$ cat config.mk
export PLATFORM = sky130hd
export DESIGN_NAME = pipe_ctrl
export DESIGN_NICKNAME = d
export VERILOG_FILES = /design/src/rtl/pipe_ctrl_pkg.sv /design/src/rtl/pipe_ctrl_mc_cnt.sv /design/src/rtl/pipe_ctrl.sv
export SDC_FILE = /design/constraint.sdc
export NUM_CORES = 1
export LEC_CHECK = 0
export CORE_AREA = 2 2 42 44
export CTS_BUF_LIST = sky130_fd_sc_hd__clkbuf_16
export DETAILED_ROUTE_END_ITERATION = 16
export DIE_AREA = 0 0 44 46
export HOLD_SLACK_MARGIN = 0.06
export PLACE_DENSITY = 0.81
export SLEW_MARGIN = 20
export SYNTH_ARGS = -nofsm -noshare
export SYNTH_HDL_FRONTEND = slang
export SYNTH_HIERARCHICAL = 1
export SYNTH_SLANG_ARGS = --single-unit
$ cat constraint.sdc
create_clock -name clk -period 3.63 [get_ports clk]
set_input_delay 0.363 -clock clk [delete_from_list [all_inputs] [get_ports clk]]
set_output_delay 0.363 -clock clk [all_outputs]
set_load 0.02 [all_outputs]
$ cat src/rtl/pipe_ctrl_pkg.sv
// Shared constants for the MIPS32 pipeline controller: stop levels, reset
// level, the five stall-vector encodings and the multi-cycle FSM states.
package pipe_ctrl_pkg;

    localparam logic STOP       = 1'b1;
    localparam logic NO_STOP    = 1'b0;
    localparam logic RST_ENABLE = 1'b0;   // reset is active-low in this block

    localparam int STALL_WIDTH = 6;

    // Bit 0 = PC, 1 = IF/ID, 2 = ID/EX, 3 = EX/MEM, 4 = MEM/WB, 5 = WB
    localparam logic [STALL_WIDTH-1:0] STALL_NONE = 6'b000000;
    localparam logic [STALL_WIDTH-1:0] STALL_IF   = 6'b000011;
    localparam logic [STALL_WIDTH-1:0] STALL_ID   = 6'b000111;
    localparam logic [STALL_WIDTH-1:0] STALL_EX   = 6'b001111;
    localparam logic [STALL_WIDTH-1:0] STALL_MEM  = 6'b011111;

    typedef enum logic {
        IDLE = 1'b0,
        RUN  = 1'b1
    } mc_state_e;

endpackage

$ cat src/rtl/pipe_ctrl_mc_cnt.sv
// Multi-cycle EX sequencer (madd/msub/div). An N-cycle op holds EX for N-1
// cycles and flags done on cycle N. freeze holds the count while MEM is
// stalled; abort (flush) drops the op without a done pulse.
module pipe_ctrl_mc_cnt
    import pipe_ctrl_pkg::*;
#(
    parameter int CNT_W = 6
) (
    input  logic             clk,
    input  logic             rst,
    input  logic             start,
    input  logic [CNT_W-1:0] n,
    input  logic             freeze,
    input  logic             abort,
    output logic             busy,
    output logic             done,
    output logic             stall_ex
);

    mc_state_e        state_q, state_d;
    logic [CNT_W-1:0] cnt_q, cnt_d;

    // State and remaining-cycle counter
    always_ff @(posedge clk or negedge rst) begin
        if (!rst) begin
            state_q <= IDLE;
            cnt_q   <= '0;
        end else begin
            state_q <= state_d;
            cnt_q   <= cnt_d;
        end
    end

    // Next state, counter update and sequencer outputs
    always_comb begin
        state_d  = state_q;
        cnt_d    = cnt_q;
        busy     = 1'b0;
        done     = 1'b0;
        stall_ex = NO_STOP;
        case (state_q)
            IDLE: begin
                // N is latched here; the start cycle itself is an EX stall
                if (start && !abort && n >= CNT_W'(2)) begin
                    state_d  = RUN;
                    cnt_d    = n - CNT_W'(1);
                    busy     = 1'b1;
                    stall_ex = STOP;
                end
            end
            RUN: begin
                busy = 1'b1;
                if (cnt_q > CNT_W'(1)) begin
                    stall_ex = STOP;
                    if (!freeze) cnt_d = cnt_q - CNT_W'(1);
                end else if (!freeze) begin
                    // final cycle only completes once MEM lets the pipe move
                    done    = 1'b1;
                    state_d = IDLE;
                    cnt_d   = '0;
                end
            end
            default: begin
                state_d = IDLE;
                cnt_d   = '0;
            end
        endcase
        if (abort) begin
            state_d = IDLE;
            cnt_d   = '0;
            done    = 1'b0;
        end
    end

endmodule

$ cat src/rtl/pipe_ctrl.sv
// Pipeline controller for the 5-stage MIPS32 core: priority-encodes stall
// requests into the per-register stall vector, sequences multi-cycle EX ops
// and passes exceptions through as a same-cycle flush.
// Optional stall-cycle performance counter under PIPE_CTRL_PERF_EN.
module pipe_ctrl
    import pipe_ctrl_pkg::*;
#(
    parameter int CNT_W   = 6,
    parameter int STALL_W = 6
) (
    input  logic               clk,
    input  logic               rst,
`ifdef PIPE_CTRL_PERF_EN
    input  logic               perf_clr,
    output logic [31:0]        stall_cycles,
`endif
    input  logic               stallreq_if,
    input  logic               stallreq_id,
    input  logic               stallreq_ex,
    input  logic               stallreq_mem,
    input  logic               ex_mc_start,
    input  logic [CNT_W-1:0]   ex_mc_cycles,
    input  logic               flush_req,
    output logic [STALL_W-1:0] stall,
    output logic               flush,
    output logic               mc_busy,
    output logic               mc_done
);

    logic mc_busy_w, mc_done_w, mc_stall_ex;

    pipe_ctrl_mc_cnt #(.CNT_W(CNT_W)) u_mc_cnt (
        .clk      (clk),
        .rst      (rst),
        .start    (ex_mc_start),
        .n        (ex_mc_cycles),
        .freeze   (stallreq_mem),
        .abort    (flush_req),
        .busy     (mc_busy_w),
        .done     (mc_done_w),
        .stall_ex (mc_stall_ex)
    );

    // Deepest stalled stage wins; flush overrides every stall
    always_comb begin
        stall   = STALL_NONE;
        flush   = flush_req;
        mc_busy = mc_busy_w;
        mc_done = mc_done_w;
        if (flush_req)                        stall = STALL_NONE;
        else if (stallreq_mem)                stall = STALL_MEM;
        else if (stallreq_ex || mc_stall_ex)  stall = STALL_EX;
        else if (stallreq_id)                 stall = STALL_ID;
        else if (stallreq_if)                 stall = STALL_IF;
        // hold every control output quiet while reset is applied
        if (rst == RST_ENABLE) begin
            stall   = STALL_NONE;
            flush   = 1'b0;
            mc_busy = 1'b0;
            mc_done = 1'b0;
        end
    end

`ifdef PIPE_CTRL_PERF_EN
    logic [31:0] stall_cycles_q, stall_cycles_d;

    // Clear beats increment; wraps naturally at 2^32
    always_comb begin
        stall_cycles_d = stall_cycles_q;
        if (perf_clr)          stall_cycles_d = '0;
        else if (stall != '0)  stall_cycles_d = stall_cycles_q + 32'd1;
    end

    // Stall-cycle counter register
    always_ff @(posedge clk or negedge rst) begin
        if (!rst) stall_cycles_q <= '0;
        else      stall_cycles_q <= stall_cycles_d;
    end

    assign stall_cycles = stall_cycles_q;
`endif

endmodule
==> key figures, run 1 <==
Cells and area
  • Utilization after layout: 63.6%
  • Final instance area: 1030 um2
  • Share of cells above drive strength 1: 8.11%
  • Layout area overhead: 39.7%
  • Most common cell after layout, fill and taps aside: clkdlybuf4s50_1
  • Ant diodes: 0
  • Nets@finish: 130
  • Commonest cells after routing, fill and taps aside: 21 x clkdlybuf4s50_1, 11 x inv_1, 9 x nor2_1
  • FILL cells: 148
  • Fin cells: 128

Yosys
  • Ys async rst share: 100%
  • Post-synthesis xor/xnor area fraction: 4.77%
  • Multiplexer area fraction after synthesis: approximately 2.7%
  • Post-synth EDFFs: 0
  • Synth Area in Adders: 6.81%
  • Register area share after synthesis: 23.9%
  • Distinct cells, synth: 32
  • Syn Inst Count: 89
  • Synth Area per Inst: between 8 and 9 um2
  • Main synth FF type: dfrtp_1
  • Synth Area in Simple Gates: 32.4%
  • Main combinational cell family by area after synthesis: simple AND/OR/NAND/NOR gates
  • Synthesized flop and latch total: 7
  • Synth Cell Area: 734 um2
  • Net count after synthesis: 107
  • Yosys warns: 6
  • Synth Area in Compound Gates: between 20% and 30%

CTS
  • Clock Tree Buf Depth: 2
  • H-tree depth: 1
  • Number of post-CTS setup repair buffers: 0
  • CTS tree: done
  • CTS Hold Bufs: 0
  • Clock latency at the later pin of the worst-skew pair: 0.23 ns
  • Sink Count: 7
  • Clock tree root buffer cell: clkbuf_16
  • CTS clk-pin slew, worst paths: 0.04 ns
  • CTS-repair resized insts: 0
  • TritonCTS buffer count: 3

Floorplanning
  • # rows: 15
  • IO Pins: 23
  • Die width: 44 um
  • Placeable Area: roughly 1600 um2
  • Die ar.: 2020 um2
  • Initial core utilization: 45.5%
  • Die height: between 40 and 50 um

STA
  • Max-Slew Margin vs Limit: 57.9%
  • Slew Limit Fails: 0
  • Clock Skew: 0.00254 ns
  • Fin crit share: between 90% and 100%
  • Final min period: about 3.4 ns
  • Setup TNS: 0 ns
  • WHS: roughly 0.43 ns
  • Unrepaired setup endpoints after global routing: false
  • Final Hold Vio Count: 0
  • Setup violations, final: 0
  • Final WS setup: 0.232 ns
  • Slew @ Worst Pin: 0.627 ns
  • Max Fclk: between 200 and 300 MHz

Min path
  • Hold crit path type: input port to async pin

Pwr
  • P_sw: 110 uW
  • Clk pwr share: 46.8%
  • Switching share of total power: around 28%
  • Pwr/cell area: about 390 nW/um2
  • Comb power frac: 28.4%
  • Total design power: 396 uW
  • Flop pwr share: 24.8%
  • Maximum vdd drop: 0.385 mV
  • Int Pwr: roughly 290 uW
  • Static leakage: ~0.42 nW

Drt
  • Initial DRC count: 14
  • First-pass DRT Iterations: 4
  • DR DRC count: 0
  • Post-DR wirelength/cell: 13.1 um
  • WL final: 1680 um
  • Post-DRT Antenna Nets: 0
  • Via Count: 734
  • Via density: about 5.7

Worst setup path
  • Most used cell along the critical path: clkdlybuf4s50_1
  • CP max stage cell: or4_4
  • Top delay family on crit path: simple AND/OR/NAND/NOR gates
  • Crit. End Element: output pin
  • Crit-path cells: clkdlybuf4s50_1 > or4_4 > or3_1 > a31oi_1 > nor2_1 > nor4_4 > a21oi_1 > clkdlybuf4s50_1
  • Max incr delay on CP: 0.59 ns
  • Crit Path Category: input port to output pin
  • Crit path DAT: 3.03 ns
  • Critical path buffers and inverters: 2
  • Max Fanout on Critical Path: 5
  • Crit path required time: about 3.3 ns
  • Crit start category: input port

Placed design
  • Pre-CTS setup slack: 0.219 ns
  • Cells after DPL: 124
  • Placed Area: 947 um2
  • Global placement routability congestion: around 0.86
  • HPWL after DPL: 1340 um
  • Port-buffer cells: 21

Global routing
  • Tot GR Track Use: 19.3%
  • Largest net degree at the start of global routing: 15
  • First-pass GRT wire length: 2680 um
  • Vias in the first global route: around 650
  • Initial antenna violation count: 0
  • Gr ovfl total: 0

Run status
  • Status: finished, final reports clean

Flow run
  • Max cap viols: 0
[layer usage]
layer / GRT usage [%] / routed length [um]
met5: 0 / 0
met4: 12.7 / 59
met3: 6.35 / 128
met2: 35.0 / 854
met1: 18.4 / 639
[power by group through the flow]
| stage | Combinational (mW) | Clock (mW) | Sequential (mW) |
|---|---|---|---|
| floorplan | 0.0743 | 0 | 0.0935 |
| global placement | 0.110 | 0 | 0.0982 |
| detailed placement | 0.112 | 0 | 0.0987 |
| CTS | 0.113 | 0.188 | 0.0977 |
| global route | 0.124 | 0.192 | 0.0993 |
| finish | 0.113 | 0.185 | 0.0981 |
[kinds of logic (layout without fill, tap and decap cells)]
logic type      Yosys count  after routing
simple gates             40             40
buf+inv                  13             35
flops                     7              7
other cells               1              1
fa+ha+maj                 4              4
compound gates           18             18
xor+xnor                  4              4
mux                       2              2
[synthesized netlist by cell type (all sizes together), types with 2 or more instances]
master / count / area [um2]
buf: 2 / 15.0
inv: 10 / 37.5
xnor2: 3 / 26.3
o21ai: 3 / 15.0
a32o: 4 / 40.0
mux2i: 2 / 20.0
dfrtp: 7 / 175
a22o: 2 / 17.5
ha: 4 / 50.1
nand3: 2 / 10.0
nand2: 6 / 22.5
or4: 2 / 20.0
nor3: 6 / 30.0
and2: 5 / 31.3
or3: 4 / 35.0
nand2b: 3 / 18.8
nor2: 9 / 33.8
o31ai: 2 / 15.0
nor3b: 2 / 15.0
[final cells by class]
cell class	count	area, um2	area share (%)
clock buffers	3	75.1	7.32
flip-flops and latches	7	175	17.1
well taps	17	21.3	2.07
multi-input cells	69	503	49.0
repair buffers	21	210	20.5
inverters	10	37.5	3.66
clock inverters	1	3.75	0.366
[state kept, by name (all words and copies together), names as in the netlist]
register          flops
u_mc_cnt/cnt_q        6
u_mc_cnt/state_q      1
[path summary, 6_finish.rpt]
kind | from | endpoint | slack, ns | depth (start not counted)
hold / removal | rst | u_mc_cnt/cnt_q[5] | 0.43 | 1
setup / recovery | ex_mc_cycles[1] | stall[0] | 0.23 | 8
setup reg to reg | u_mc_cnt/cnt_q[2] | u_mc_cnt/cnt_q[2] | 1.79 | 4
min in group clk | u_mc_cnt/cnt_q[4] | u_mc_cnt/cnt_q[4] | 0.55 | 2
max in group asynchronous | rst | u_mc_cnt/cnt_q[0] | 2.92 | 1
hold reg to reg | u_mc_cnt/cnt_q[4] | u_mc_cnt/cnt_q[4] | 0.55 | 2
Power figures use the tool's default switching activity.
==> run 2: changes to the inputs <==
--- a/config.mk
+++ b/config.mk
@@ -5,12 +5,13 @@
 export SDC_FILE = /design/constraint.sdc
 export NUM_CORES = 1
 export LEC_CHECK = 0
-export CORE_AREA = 2 2 42 44
+export CORE_AREA = 2 2 46 48
 export CTS_BUF_LIST = sky130_fd_sc_hd__clkbuf_16
 export DETAILED_ROUTE_END_ITERATION = 16
-export DIE_AREA = 0 0 44 46
+export DIE_AREA = 0 0 48 50
 export HOLD_SLACK_MARGIN = 0.06
-export PLACE_DENSITY = 0.81
+export PLACE_DENSITY = 0.71
+export RECOVER_POWER = 25
 export SLEW_MARGIN = 20
 export SYNTH_ARGS = -nofsm -noshare
 export SYNTH_HDL_FRONTEND = slang
==> constraint.sdc (replaced) <==
create_clock -name clk -period 3 [get_ports clk]
set_input_delay 0.3 -clock clk [delete_from_list [all_inputs] [get_ports clk]]
set_output_delay 0.3 -clock clk [all_outputs]
set_load 0.02 [all_outputs]
==> run 2 against run 1 <==
Compared with the run above:
- design area increased by 8.4%
- largest power group unchanged
- utilization decreased by 5.1 points
- first-iteration DRC count decreased by 43%
- die area increased by 19%
- setup slack got worse by 0.12 ns
- clock power increased by 20%
- clock skew about the same
==> key figures, run 2 (synthesis gave the netlist of run 1 again) <==
Pwr
  • Static leakage: 0.475 nW
  • Pwr/cell area: 438 nW/um2
  • Maximum vdd drop: 0.533 mV

Cells and area
  • FILL cells: 182
  • Largest register by flop count: u_mc_cnt/cnt_q
  • Storage element area: 175 um2
  • Top Registers: u_mc_cnt/cnt_q x6, u_mc_cnt/state_q x1
  • Final instance area: 1110 um2
  • Most common cell after layout, fill and taps aside: clkdlybuf4s50_1
  • Ant diodes: 0
  • Multi-input logic area: between 500 and 600 um2
  • Commonest cells after routing, fill and taps aside: 16 x clkdlybuf4s50_1, 11 x inv_1, 9 x nor2_1, 9 x buf_4, 7 x dfrtp_1
  • Layout area overhead: 51.4%
  • Share of cells above drive strength 1: 17.4%
  • Nets@finish: between 100 and 150
  • Max reg flops: 6

STA
  • Slew Limit Fails: 0
  • Clock Skew: 0.00238 ns
  • Setup violations, final: 0
  • WHS: 0.532 ns
  • Max Fclk: 346 MHz
  • Final min period: 2.89 ns
  • Fin crit share: 96.4%
  • Max-Slew Margin vs Limit: between 60% and 70%
  • Final Hold Vio Count: 0
  • Slew @ Worst Pin: 0.596 ns
  • Unrepaired setup endpoints after global routing: false

Worst setup path
  • Crit path DAT: roughly 2.6 ns
  • R2R setup slack: between 1 and 1.5 ns
  • Register-to-Register Path Depth: 4
  • Crit. End Element: output pin
  • Crit start category: input port
  • Critical R2R Launch: u_mc_cnt/cnt_q[2]
  • Crit Path Category: input port to output pin
  • Crit path required time: ~2.7 ns
  • RR Endpoint: u_mc_cnt/cnt_q[2]
  • Max Fanout on Critical Path: 3

CTS
  • CTS tree: done
  • H-tree depth: 1
  • CTS Hold Bufs: 0
  • Clock latency at the later pin of the worst-skew pair: 0.23 ns
  • TritonCTS buffer count: 3
  • Clock tree root buffer cell: clkbuf_16
  • Sink Count: 7
  • CTS clk-pin slew, worst paths: 0.04 ns
  • Clock Tree Buf Depth: 2

Drt
  • Via density: 5.24
  • First-pass DRT Iterations: 2
  • DR DRC count: 0
  • Initial DRC count: 8
  • Via Count: 775
  • Post-DRT Antenna Nets: 0
  • Post-DR wirelength/cell: 12.5 um
  • WL final: 1850 um

Min path
  • Hold crit path type: input port to async pin

Global routing
  • Vias in the first global route: 759
  • First-pass GRT wire length: about 3100 um
  • Largest net degree at the start of global routing: 15
  • Met1 Usage GRT: approximately a fifth
  • Initial antenna violation count: 0
  • Tot GR Track Use: 18.4%
  • M3 GR Usage: 7.69%
  • Gr ovfl total: 0
  • Met2 Use GR: between 20% and 30%
  • Top Usage Layer GRT: met2

Placed design
  • Placed Area: 1030 um2
  • HPWL after DPL: 1470 um
  • Global placement routability congestion: 0.765
  • Port-buffer cells: 21

Floorplanning
  • Placeable Area: 1900 um2
  • Die ar.: 2400 um2
  • Initial core utilization: approximately two fifths
  • # rows: 16
  • Die height: about 50 um
  • Die width: 48 um
  • IO Pins: 23

Run status
  • Status: finished, final reports clean

Flow run
  • Max cap viols: 0
run 2: area by class of cell:
type | instances | area share [%]
flip-flops and latches | 7 | 15.7
inverters | 10 | 3.37
multi-input cells | 69 | 46.6
repair buffers | 31 | 24.2
well taps | 27 | 3.04
clock inverters | 1 | 0.337
clock buffers | 3 | 6.75
run 2: layer usage:
metal | vias up | part of all wire, % | routed length, um
li1 | 381 | - | -
met5 | - | 0 | 0
met4 | 0 | 5.4 | 100
met1 | 351 | 41 | 750
met3 | 10 | 6.3 | 117
met2 | 33 | 48 | 882
run 2: metrics by stage:
stage          power (mW)  setup TNS [ns]  utilization, %  setup slack, ns  cells
2_1_floorplan       0.203               0               -            0.548     89
3_3_place_gp        0.262          -0.407            54.4           -0.141    144
3_5_place_dp        0.266          -0.586            54.4           -0.194    144
4_1_cts             0.488               0            58.6           0.0650    148
5_1_grt             0.514               0            58.5           0.0345    148
6_report            0.487               0            58.5            0.108    148
run 2: how the worst max path moves through the flow:
stage	startpoint	end	slack, ns	cells after the start
after floorplan	ex_mc_cycles[1]	stall[1]	0.55	7
after global placement	ex_mc_cycles[1]	stall[1]	-0.14	8
after detailed placement	ex_mc_cycles[1]	stall[1]	-0.19	8
after CTS	ex_mc_cycles[1]	stall[0]	0.06	8
after global routing	ex_mc_cycles[2]	mc_busy	0.03	7
final	ex_mc_cycles[1]	mc_busy	0.11	7
run 2: what timing repair did:
action | 4_1_cts | 5_1_grt
endpoints found under the setup margin | 4 | 2
gates resized for setup | 5 | 5
buffers inserted | 0 | 0
run 2: worst max-delay path: stages:
cell,delay (ns)
clkdlybuf4s50_1,0.42
or4_4,0.54
or3_1,0.37
a31oi_4,0.22
inv_1,0.06
and2_1,0.15
clkdlybuf4s50_1,0.54
run 2: report_power, final:
group          switching (mW)  total [mW]  leakage [nW]  internal [mW]
Sequential             0.0152       0.119        0.0936          0.104
Combinational          0.0723       0.146         0.339         0.0741
Clock                  0.0487       0.222        0.0423          0.173
==> run 3: changes to the inputs <==
--- a/config.mk
+++ b/config.mk
@@ -10,10 +10,9 @@
 export DETAILED_ROUTE_END_ITERATION = 16
 export DIE_AREA = 0 0 48 50
 export HOLD_SLACK_MARGIN = 0.06
-export PLACE_DENSITY = 0.71
+export PLACE_DENSITY = 0.7
 export RECOVER_POWER = 25
 export SLEW_MARGIN = 20
 export SYNTH_ARGS = -nofsm -noshare
 export SYNTH_HDL_FRONTEND = slang
-export SYNTH_HIERARCHICAL = 1
 export SYNTH_SLANG_ARGS = --single-unit
==> run 3 against run 2 <==
Compared with the run above:
- utilization down 4.5 points
- final cell count shrank 8.1%
- global-route usage fell by 1.1 points
- largest power group unchanged
- highest routed layer is now met3
- synthesized cell count is 4.5% lower
- total power increased by 0.33%
==> key figures, run 3 <==
Yosys
  • Top-area cell type share of the netlist area: 24.6%
  • Net count after synthesis: 103
  • Register area share after synthesis: between 20% and 30%
  • Syn Inst Count: 85
  • Area contributors post-synth: dfrtp_1 25%, ha_1 7.0%, inv_1 5.3%
  • Post-synth EDFFs: 0
  • Synthesized flop and latch total: 7
  • Distinct cells, synth: 38
  • Ys async rst share: 100%
  • Synth Cell Area: 712 um2
  • Synth Area per Inst: 8.38 um2
  • Cell taking the most area after synthesis: dfrtp_1
  • Main synth FF type: dfrtp_1
  • Yosys warns: 0
  • Post-synth top cells: 10 x inv_1, 7 x a21oi_1, 7 x dfrtp_1
  • Top-count cell post-synth: inv_1

Drt
  • Initial DRC count: 27
  • WL final: 1740 um
  • DR DRC count: 0
  • Post-DR wirelength/cell: 12.8 um
  • Via density: around 5.4
  • First-pass DRT Iterations: 5
  • Post-DRT Antenna Nets: 0
  • Via Count: 739

CTS
  • CTS-repair resized insts: 0
  • Sink Count: 7
  • CTS tree: done
  • CTS Hold Bufs: 0
  • Number of post-CTS setup repair buffers: 0
  • TritonCTS buffer count: 3
  • Clock latency at the later pin of the worst-skew pair: 0.23 ns
  • CTS clk-pin slew, worst paths: 0.04 ns
  • Clock Tree Buf Depth: 2
  • Clock tree root buffer cell: clkbuf_16
  • H-tree depth: 1

STA
  • Final WS setup: 0.169 ns
  • Final min period: 2.83 ns
  • Unrepaired setup endpoints after global routing: false
  • Slew Limit Fails: 0
  • Setup TNS: 0 ns
  • Setup violations, final: 0
  • Final Hold Vio Count: 0
  • Max Fclk: approximately 350 MHz
  • Clock Skew: approximately 0.0033 ns
  • WHS: 0.540 ns
  • Fin crit share: 94.4%

Worst setup path
  • Crit. End Element: output pin
  • Crit path required time: approximately 2.7 ns
  • Crit path DAT: 2.53 ns
  • RR Endpoint: u_mc_cnt.cnt_q[5]
  • Crit Path Category: input port to output pin
  • CP max stage cell: or4_4
  • Register-to-Register Path Depth: 5
  • Crit start category: input port
  • Critical path origin: ex_mc_cycles[1]
  • R2R setup slack: roughly 1.2 ns
  • Setup crit end: stall[0]
  • Most used cell along the critical path: clkdlybuf4s50_1
  • Max Fanout on Critical Path: 4
  • Crit-path cells: clkdlybuf4s50_1 > or4_4 > o311a_2 > o21ai_2 > a31oi_1 > clkdlybuf4s50_1
  • Critical R2R Launch: u_mc_cnt.state_q
  • Max incr delay on CP: 0.59 ns

Placed design
  • Pre-CTS setup slack: 0.169 ns
  • Global placement routability congestion: 0.886
  • Cells after DPL: 132
  • Port-buffer cells: 21
  • HPWL after DPL: between 1000 and 1500 um

Floorplanning
  • Die ar.: between 2000 and 2500 um2
  • Placeable Area: 1900 um2
  • # rows: 16
  • Die height: 50 um
  • Initial core utilization: 37.4%
  • IO Pins: 23
  • Die width: 48 um

Cells and area
  • Share of cells above drive strength 1: between 10% and 20%
  • Utilization after layout: 54.0%
  • Multi-input logic area: 480 um2
  • Max reg flops: 6
  • Storage element area: 175 um2
  • Most common cell after layout, fill and taps aside: clkdlybuf4s50_1
  • Largest register by flop count: u_mc_cnt.cnt_q
  • Fin cells: 136
  • FILL cells: 184
  • Layout area overhead: 44.3%
  • Ant diodes: 0
  • Nets@finish: ~130
  • Top Registers: u_mc_cnt.cnt_q x6, u_mc_cnt.state_q x1
  • Commonest cells after routing, fill and taps aside: 20 x clkdlybuf4s50_1, 11 x inv_1, 7 x a21oi_1, 7 x dfrtp_1, 6 x nor2_1

Min path
  • Hold crit path type: input port to async pin

Global routing
  • Tot GR Track Use: between 10% and 20%
  • Gr ovfl total: 0
  • Vias in the first global route: between 700 and 800
  • First-pass GRT wire length: about 3000 um
  • Largest net degree at the start of global routing: 13
  • Initial antenna violation count: 0

Flow run
  • Max cap viols: 0

Pwr
  • Pwr/cell area: 476 nW/um2
  • Maximum vdd drop: 0.638 mV
  • Static leakage: 0.417 nW

Run status
  • Status: finished, final reports clean
## run 3: changes by cell type in the layout (fill, tap and decap cells not counted), moves of 4 or more
cell	delta
a21oi_1	+6
and2_1	-4
buf_4	-8
clkdlybuf4s50_1	+4
nand2_1	-4
## run 3: per-layer routing
metal  up-vias  wire, um  global-route usage (%)
met1       346       770                    21.7
li1        360         -                       -
met3         0       144                    6.23
met4         0         0                    2.70
met2        33       821                    28.0
met5         -         0                       0
## run 3: cell type report
| class | count | share of cell area, % |
|---|---|---|
| Clock buffer | 3 | 7.31 |
| Clock inverter | 1 | 0.365 |
| Multi-Input combinational cell | 65 | 46.8 |
| Inverter | 10 | 3.65 |
| Sequential cell | 7 | 17.1 |
| Timing Repair Buffer | 23 | 21.6 |
| Tap cell | 27 | 3.29 |
## run 3: cell families (layout without fill, tap and decap cells)
family          count (synthesis)  in the layout  synth area share (%)
compound gates                 26             26                  30.9
fa+ha+maj                       4              4                  7.03
buf+inv                        13             37                  7.91
flops                           7              7                  24.6
xor+xnor                        3              3                  3.69
other cells                     1              1                 0.527
simple gates                   30             30                  23.7
mux                             1              1                  1.58
## run 3: how the worst min path moves through the flow
stage,start,end,slack (ns),depth (start not counted)
global placement,u_mc_cnt.cnt_q[1],u_mc_cnt.cnt_q[1],0.52,2
floorplan,rst,u_mc_cnt.cnt_q[0],0.004,0
detailed placement,u_mc_cnt.cnt_q[1],u_mc_cnt.cnt_q[1],0.54,2
CTS,rst,u_mc_cnt.cnt_q[5],0.36,2
finish,rst,u_mc_cnt.cnt_q[4],0.54,2
global route,rst,u_mc_cnt.cnt_q[5],0.59,2
## run 3: where the power goes
group / internal (mW) / leakage (nW) / switching (mW)
Clock: 0.173 / 0.0423 / 0.0471
Sequential: 0.107 / 0.0914 / 0.0159
Combinational: 0.0693 / 0.284 / 0.0766
## run 3: through the flow
| stage | total power [mW] | cell area [um2] |
|---|---|---|
| 3_5_place_dp | 0.270 | 952 |
| 4_1_cts | 0.494 | 1030 |
| 3_3_place_gp | 0.267 | 952 |
| 2_1_floorplan | 0.214 | 712 |
| 6_report | 0.489 | 1030 |
| 5_1_grt | 0.522 | 1030 |
## run 3: worst max-delay path, delay by kind of cell
family,cells,cell delay (ns)
buffers and inverters,2,1.01
AOI/OAI and AO/OA,3,0.63
and+or+nand+nor,1,0.59
